===== src/rtl/sd_dac_pkg.sv =====
// sd_dac_pkg: shared types and constants for the first-order sigma-delta DAC.
//   state_t        - controller states (IDLE, RUN)
//   DEFAULT_WIDTH  - default sample code width in bits
//   DEFAULT_OSR    - default clock cycles per sample period
//   clog2()        - bit width needed to count 0 .. value-1
package sd_dac_pkg;

    typedef enum logic [0:0] {
        IDLE = 1'b0,
        RUN  = 1'b1
    } state_t;

    localparam int DEFAULT_WIDTH = 8;
    localparam int DEFAULT_OSR   = 256;

    // Width of a counter that must hold 0 .. value-1 (value >= 2 gives >= 1 bit).
    function automatic int clog2(input int value);
        int result;
        int remaining;
        result    = 0;
        remaining = value - 1;
        while (remaining > 0) begin
            result    = result + 1;
            remaining = remaining >> 1;
        end
        return result;
    endfunction

endpackage


===== src/rtl/sd_dac_accum.sv =====
// sd_dac_accum: first-order sigma-delta accumulator.
//   clk     - clock, rising edge
//   rst     - asynchronous active-high reset
//   clr     - synchronous clear of accumulator and output bit (wins over en)
//   en      - advance the accumulator by cur this cycle
//   cur     - current sample code being modulated
//   bit_out - registered carry of acc + cur (the bitstream)
module sd_dac_accum
    import sd_dac_pkg::*;
#(
    parameter int WIDTH = DEFAULT_WIDTH
) (
    input  logic             clk,
    input  logic             rst,
    input  logic             clr,
    input  logic             en,
    input  logic [WIDTH-1:0] cur,
    output logic             bit_out
);

    logic [WIDTH-1:0] acc_r;
    logic [WIDTH:0]   sum_s;

    // One extra bit so the carry out of acc + cur becomes the output bit.
    always_comb begin
        sum_s = {1'b0, acc_r} + {1'b0, cur};
    end

    // Accumulator and bitstream register; the residue is kept between samples.
    always_ff @(posedge clk or posedge rst) begin
        if (rst) begin
            acc_r   <= {WIDTH{1'b0}};
            bit_out <= 1'b0;
        end else if (clr) begin
            acc_r   <= {WIDTH{1'b0}};
            bit_out <= 1'b0;
        end else if (en) begin
            acc_r   <= sum_s[WIDTH-1:0];
            bit_out <= sum_s[WIDTH];
        end else begin
            acc_r   <= acc_r;
            bit_out <= bit_out;
        end
    end

endmodule


===== src/rtl/sigma_delta_dac.sv =====
// sigma_delta_dac: sample-rate input, one-bit first-order sigma-delta output.
//   clk       - clock, rising edge
//   rst       - asynchronous active-high reset (deassertion synchronised externally)
//   en        - conversion enable
//   din       - unsigned sample code
//   din_valid - din is valid this cycle
//   din_ready - holding register is empty and can accept a sample
//   dac_out   - registered bitstream
//   underrun  - one-cycle pulse: a sample period started with no new sample
//   busy      - controller is in RUN
module sigma_delta_dac
    import sd_dac_pkg::*;
#(
    parameter int WIDTH = DEFAULT_WIDTH,
    parameter int OSR   = DEFAULT_OSR
) (
    input  logic             clk,
    input  logic             rst,
    input  logic             en,
    input  logic [WIDTH-1:0] din,
    input  logic             din_valid,
    output logic             din_ready,
    output logic             dac_out,
    output logic             underrun,
    output logic             busy
);

    localparam int                CNT_W   = clog2(OSR);
    localparam logic [CNT_W-1:0]  OS_LAST = CNT_W'(OSR - 1);

    state_t           state_r;
    logic [WIDTH-1:0] hold_r;
    logic             hold_full_r;
    logic [WIDTH-1:0] cur_r;
    logic [CNT_W-1:0] os_cnt_r;
    logic             underrun_r;
    logic             busy_r;

    logic             take_s;
    logic             boundary_s;
    logic             acc_en_s;
    logic             acc_clr_s;

    // Handshake and period decode. A handshake is only possible while the
    // holding register is empty, so it never collides with a reload that
    // empties it on the same edge.
    always_comb begin
        take_s     = din_valid & ~hold_full_r;
        boundary_s = (os_cnt_r == OS_LAST);
        acc_en_s   = (state_r == RUN);
        acc_clr_s  = (state_r != RUN) | ~en;
    end

    // Controller: state, holding register, current sample, period counter.
    always_ff @(posedge clk or posedge rst) begin
        if (rst) begin
            state_r     <= IDLE;
            hold_r      <= {WIDTH{1'b0}};
            hold_full_r <= 1'b0;
            cur_r       <= {WIDTH{1'b0}};
            os_cnt_r    <= {CNT_W{1'b0}};
            underrun_r  <= 1'b0;
            busy_r      <= 1'b0;
        end else begin
            underrun_r <= 1'b0;
            case (state_r)
                IDLE: begin
                    os_cnt_r <= {CNT_W{1'b0}};
                    if (en && hold_full_r) begin
                        cur_r       <= hold_r;
                        hold_full_r <= 1'b0;
                        state_r     <= RUN;
                        busy_r      <= 1'b1;
                    end else begin
                        busy_r <= 1'b0;
                    end
                end
                RUN: begin
                    if (!en) begin
                        // Abandon the period; the held sample stays for a restart.
                        state_r  <= IDLE;
                        busy_r   <= 1'b0;
                        os_cnt_r <= {CNT_W{1'b0}};
                        cur_r    <= {WIDTH{1'b0}};
                    end else if (boundary_s) begin
                        os_cnt_r <= {CNT_W{1'b0}};
                        if (hold_full_r) begin
                            cur_r       <= hold_r;
                            hold_full_r <= 1'b0;
                        end else begin
                            // Keep repeating cur and flag the missing sample.
                            underrun_r <= 1'b1;
                        end
                    end else begin
                        os_cnt_r <= os_cnt_r + CNT_W'(1);
                    end
                end
                default: begin
                    state_r  <= IDLE;
                    busy_r   <= 1'b0;
                    os_cnt_r <= {CNT_W{1'b0}};
                    cur_r    <= {WIDTH{1'b0}};
                end
            endcase
            if (take_s) begin
                hold_r      <= din;
                hold_full_r <= 1'b1;
            end
        end
    end

    sd_dac_accum #(
        .WIDTH (WIDTH)
    ) u_accum (
        .clk     (clk),
        .rst     (rst),
        .clr     (acc_clr_s),
        .en      (acc_en_s),
        .cur     (cur_r),
        .bit_out (dac_out)
    );

    assign din_ready = ~hold_full_r;
    assign underrun  = underrun_r;
    assign busy      = busy_r;

endmodule


===== config.mk =====
export PLATFORM = sky130hd
export DESIGN_NAME = sigma_delta_dac
export DESIGN_NICKNAME = d
export VERILOG_FILES = /design/src/rtl/sd_dac_pkg.sv /design/src/rtl/sd_dac_accum.sv /design/src/rtl/sigma_delta_dac.sv
export SDC_FILE = /design/constraint.sdc
export NUM_CORES = 1
export LEC_CHECK = 0
export ABC_AREA = 1
export BUFFER_PORTS_ARGS = -buffer_cell sky130_fd_sc_hd__buf_2
export CAP_MARGIN = 25
export CELL_PAD_IN_SITES_DETAIL_PLACEMENT = 0
export CELL_PAD_IN_SITES_GLOBAL_PLACEMENT = 2
export CORE_MARGIN = 4
export CORE_UTILIZATION = 36
export DETAILED_ROUTE_END_ITERATION = 10
export MAX_ROUTING_LAYER = met4
export PLACE_DENSITY = 0.74
export SYNTH_ARGS = -nofsm -noshare
export SYNTH_HDL_FRONTEND = slang
export SYNTH_HIERARCHICAL = 1
export SYNTH_SLANG_ARGS = --single-unit

===== constraint.sdc =====
create_clock -name clk -period 1.83 [get_ports clk]
set_clock_uncertainty 0.05 [all_clocks]
set_input_delay 0.366 -clock clk [delete_from_list [all_inputs] [get_ports clk]]
set_output_delay 0.366 -clock clk [all_outputs]
set_load 0.02 [all_outputs]

==> impl_metrics.ini <==
[outcome]
status = finished, final reports clean

[yosys]
yosysSeqAreaShare_pct = 49.4
ys_seq_elements = 37
ys_types = 26
syn_inst = 210
avgSynthCellArea_um2 = 8.93
mappedNetlistNets = 232
synth_area_um2 = 1880
ys_warn_count = 6

[global_routing]
grt_util_met2_pct = 19.0
antenna_found_initial = 0
grt.overflow.total = 0
grt_pass1_wl_mm = 6.30
grtUsageMet3_pct = 3.92
grt_busiest_layer = met2
grt_util_met1_pct = 17.5
grt_max_degree = 17
grt_pass1_vias = 1358
grtUsageTotal_pct = 13.1

[floorplanning]
die_area_um2 = 6430
num_io_pins = 16
core-area_um2 = 5070
start_util_pct = 37.0
std_cell_rows = 26
die_w_um = 80.2
chipHeight_um = 80.2

[clock_network]
insertion_delay_ns = 0.29
cts_sinks = 37
root_buffer = clkbuf_8
postCtsSetupRepairBufs = 0
cts_max_path_buffers = 2
cts_resized = 0
cts_inserted_buffers = 5
cts_tree = built
cts.clk_slew.worst_paths_ns = 0.08
cts_hold_buf = 0
h-tree-depth = 2

[pwr]
seqPwrFrac_pct = 46.1
cellInternalPower_mw = 1.68
leakage_nw = 1.13
total_power_mw = 2.44
pwr-share-comb_pct = 24.9
swShare_pct = 31.1
p_switching_uw = 759
clkPwrFrac_pct = 28.9
p_per_area_nw_per_um2 = 1120
ir_worst_vdd_mv = 0.643

[timing]
post-route-period-util_pct = 91.2
rsz0062_at_grt = no
finalHoldViolations = 0
fmax_mhz = 599
slew_viol_final = 0
finalSetupViolations = 0
min_period_ns = 1.67
worst_pin_slew_ns = 0.567
tns_ns = 0
relSlewSlack_pct = 62.2

[route]
finalWirelength_mm = 3.58
ant_nets = 0
routed-via-count = 1403
wl_per_cell_um = 11.7
route.detailed.drc = 0
drt_iter0_drc = 61
dr.pass1.iters = 4
vias_per_cell = 4.60

[worst_setup_path]
worstSetupPathType = reg -> reg
cp-startpoint = cur_r[0]
crit_fanout = 4
critPathLaunchType = flop
r2r-end = u_accum/bit_out
reg2reg_depth = 8
critical_path_required_ns = 1.96
crit_arrival_ns = 1.79
end_kind = flop
rr_startpoint = cur_r[0]
rrSetupSlack_ns = 0.16
endpoint = u_accum/bit_out

[placed_design]
io_buffers = 15
hpwl_mm = 2.82
place.gp.congestion = 0.757

[cells_and_area]
antenna_cells = 0
final_nets = 256
register_area_um2 = 926
multi_input_area_um2 = 871
drive_above_1_share_pct = 22.1
fill_cells = 546
syn2layout_area_growth_pct = 16.3

[hold_path]
hold_path.class = in -> async

[flow_run]
cap_violations = 0
## cell usage in the layout, fill, tap and decap left out, types with 2 or more instances in the layout
cell and instances:
mux2_2 8, nand3b_1 2, clkbuf_8 5, inv_1 20, buf_2 15, nand2_2 6, ha_1 9, a22o_2 2
nor2_2 2, a21oi_1 6, o21ai_1 2, nand2_1 65, nor2_4 2, dfrtp_1 37, nand3_1 21, o21ai_0 3
nor2_1 14
## kinds of logic after synthesis
group	Yosys count	share of synthesized area, %
AO/OA/AOI/OAI	16	5.87
AND/OR/NAND/NOR	118	28.7
flip-flops	37	49.4
buffers and inverters	21	4.20
adder cells (fa/ha/maj)	10	7.07
multiplexers	8	4.80
## metrics by stage
| step | setup WS, ns | hold slack [ns] | std cells | area (µm²) | utilization [%] |
|---|---|---|---|---|---|
| finish | 0.162 | 0.00384 | 305 | 2180 | 43.0 |
| global route | 0.00782 | 0.0292 | 305 | 2180 | 43.0 |
| detailed placement | 0.162 | 0.325 | 297 | 2070 | 40.7 |
| floorplan | 0.220 | 0.144 | 210 | 1880 | - |
| CTS | 0.146 | 0.0129 | 305 | 2180 | 43.0 |
| global placement | 0.200 | 0.333 | 297 | 2070 | 40.7 |
## critical path, cell delays in order, from the launching register on
cell     delay [ns]
dfrtp_1        0.39
ha_1           0.23
fa_1           0.38
nand2_1        0.10
nand2_1        0.12
nand2_1        0.08
nor2_1         0.04
o21ai_1        0.12
nand2_1        0.06
## synthesized netlist by cell type
cell type   n  area [µm²]
nand2_1    65         244
dfrtp_1    37         926
nand3_1    21         105
inv_1      20        75.1
nor2_1     14        52.6
ha_1        9         113
mux2_2      8        90.1
a21oi_1     6        30.0
nand2_2     6        37.5
o21ai_0     3        15.0
a22o_2      2        20.0
nand3b_1    2        15.0
nor2_2      2        12.5
nor2_4      2        22.5
o21ai_1     2        10.0
a21oi_4     1        16.3
a32o_1      1        10.0
fa_1        1        20.0
inv_2       1        3.75
nand3_2     1        10.0
nand4_1     1        6.26
nor3_1      1        5.00
nor3b_2     1        12.5
o21ai_2     1        8.76
or2_2       1        6.26
or2_4       1        8.76
## state kept, by name, indices dropped and copies added, names as in the netlist
| register | flops |
|---|---|
| busy | 1 |
| u_accum/bit_out | 1 |
| acc_en_s | 1 |
| underrun | 1 |
| cur_r | 8 |
| os_cnt_r | 8 |
| hold_full_r | 1 |
| u_accum/acc_r | 8 |
| hold_r | 8 |
## how the worst min path moves through the flow
stage | start | end
final | rst | u_accum/acc_r[4]
after global routing | rst | u_accum/bit_out
after CTS | rst | u_accum/acc_r[4]
after detailed placement | rst | u_accum/bit_out
after global placement | rst | u_accum/bit_out
after floorplan | rst | u_accum/acc_r[0]
## power by group through the flow
stage	Sequential, mW	Clock, mW	Combinational [mW]
2_1_floorplan	1.11	0	0.486
3_3_place_gp	1.14	0	0.603
3_5_place_dp	1.15	0	0.618
4_1_cts	1.13	0.732	0.620
5_1_grt	1.15	0.776	0.708
6_report	1.13	0.706	0.608
## metal layers
| layer | share of wire (%) | vias up |
|---|---|---|
| met4 | 1.5 | 0 |
| met2 | 44 | 24 |
| met3 | 3.9 | 6 |
| li1 | - | 731 |
| met1 | 51 | 642 |
| met5 | 0 | - |
## cell type report
type                       count  share of cell area [%]
clock buffer                   5                    3.16
clock inverter                 3                    2.12
inverter                      21                    3.61
multi-input combinational    152                    39.9
sequential                    37                    42.5
tap                           70                    4.02
timing repair buffer          17                    4.70
Note: power is estimated with default switching activity, not from simulation.
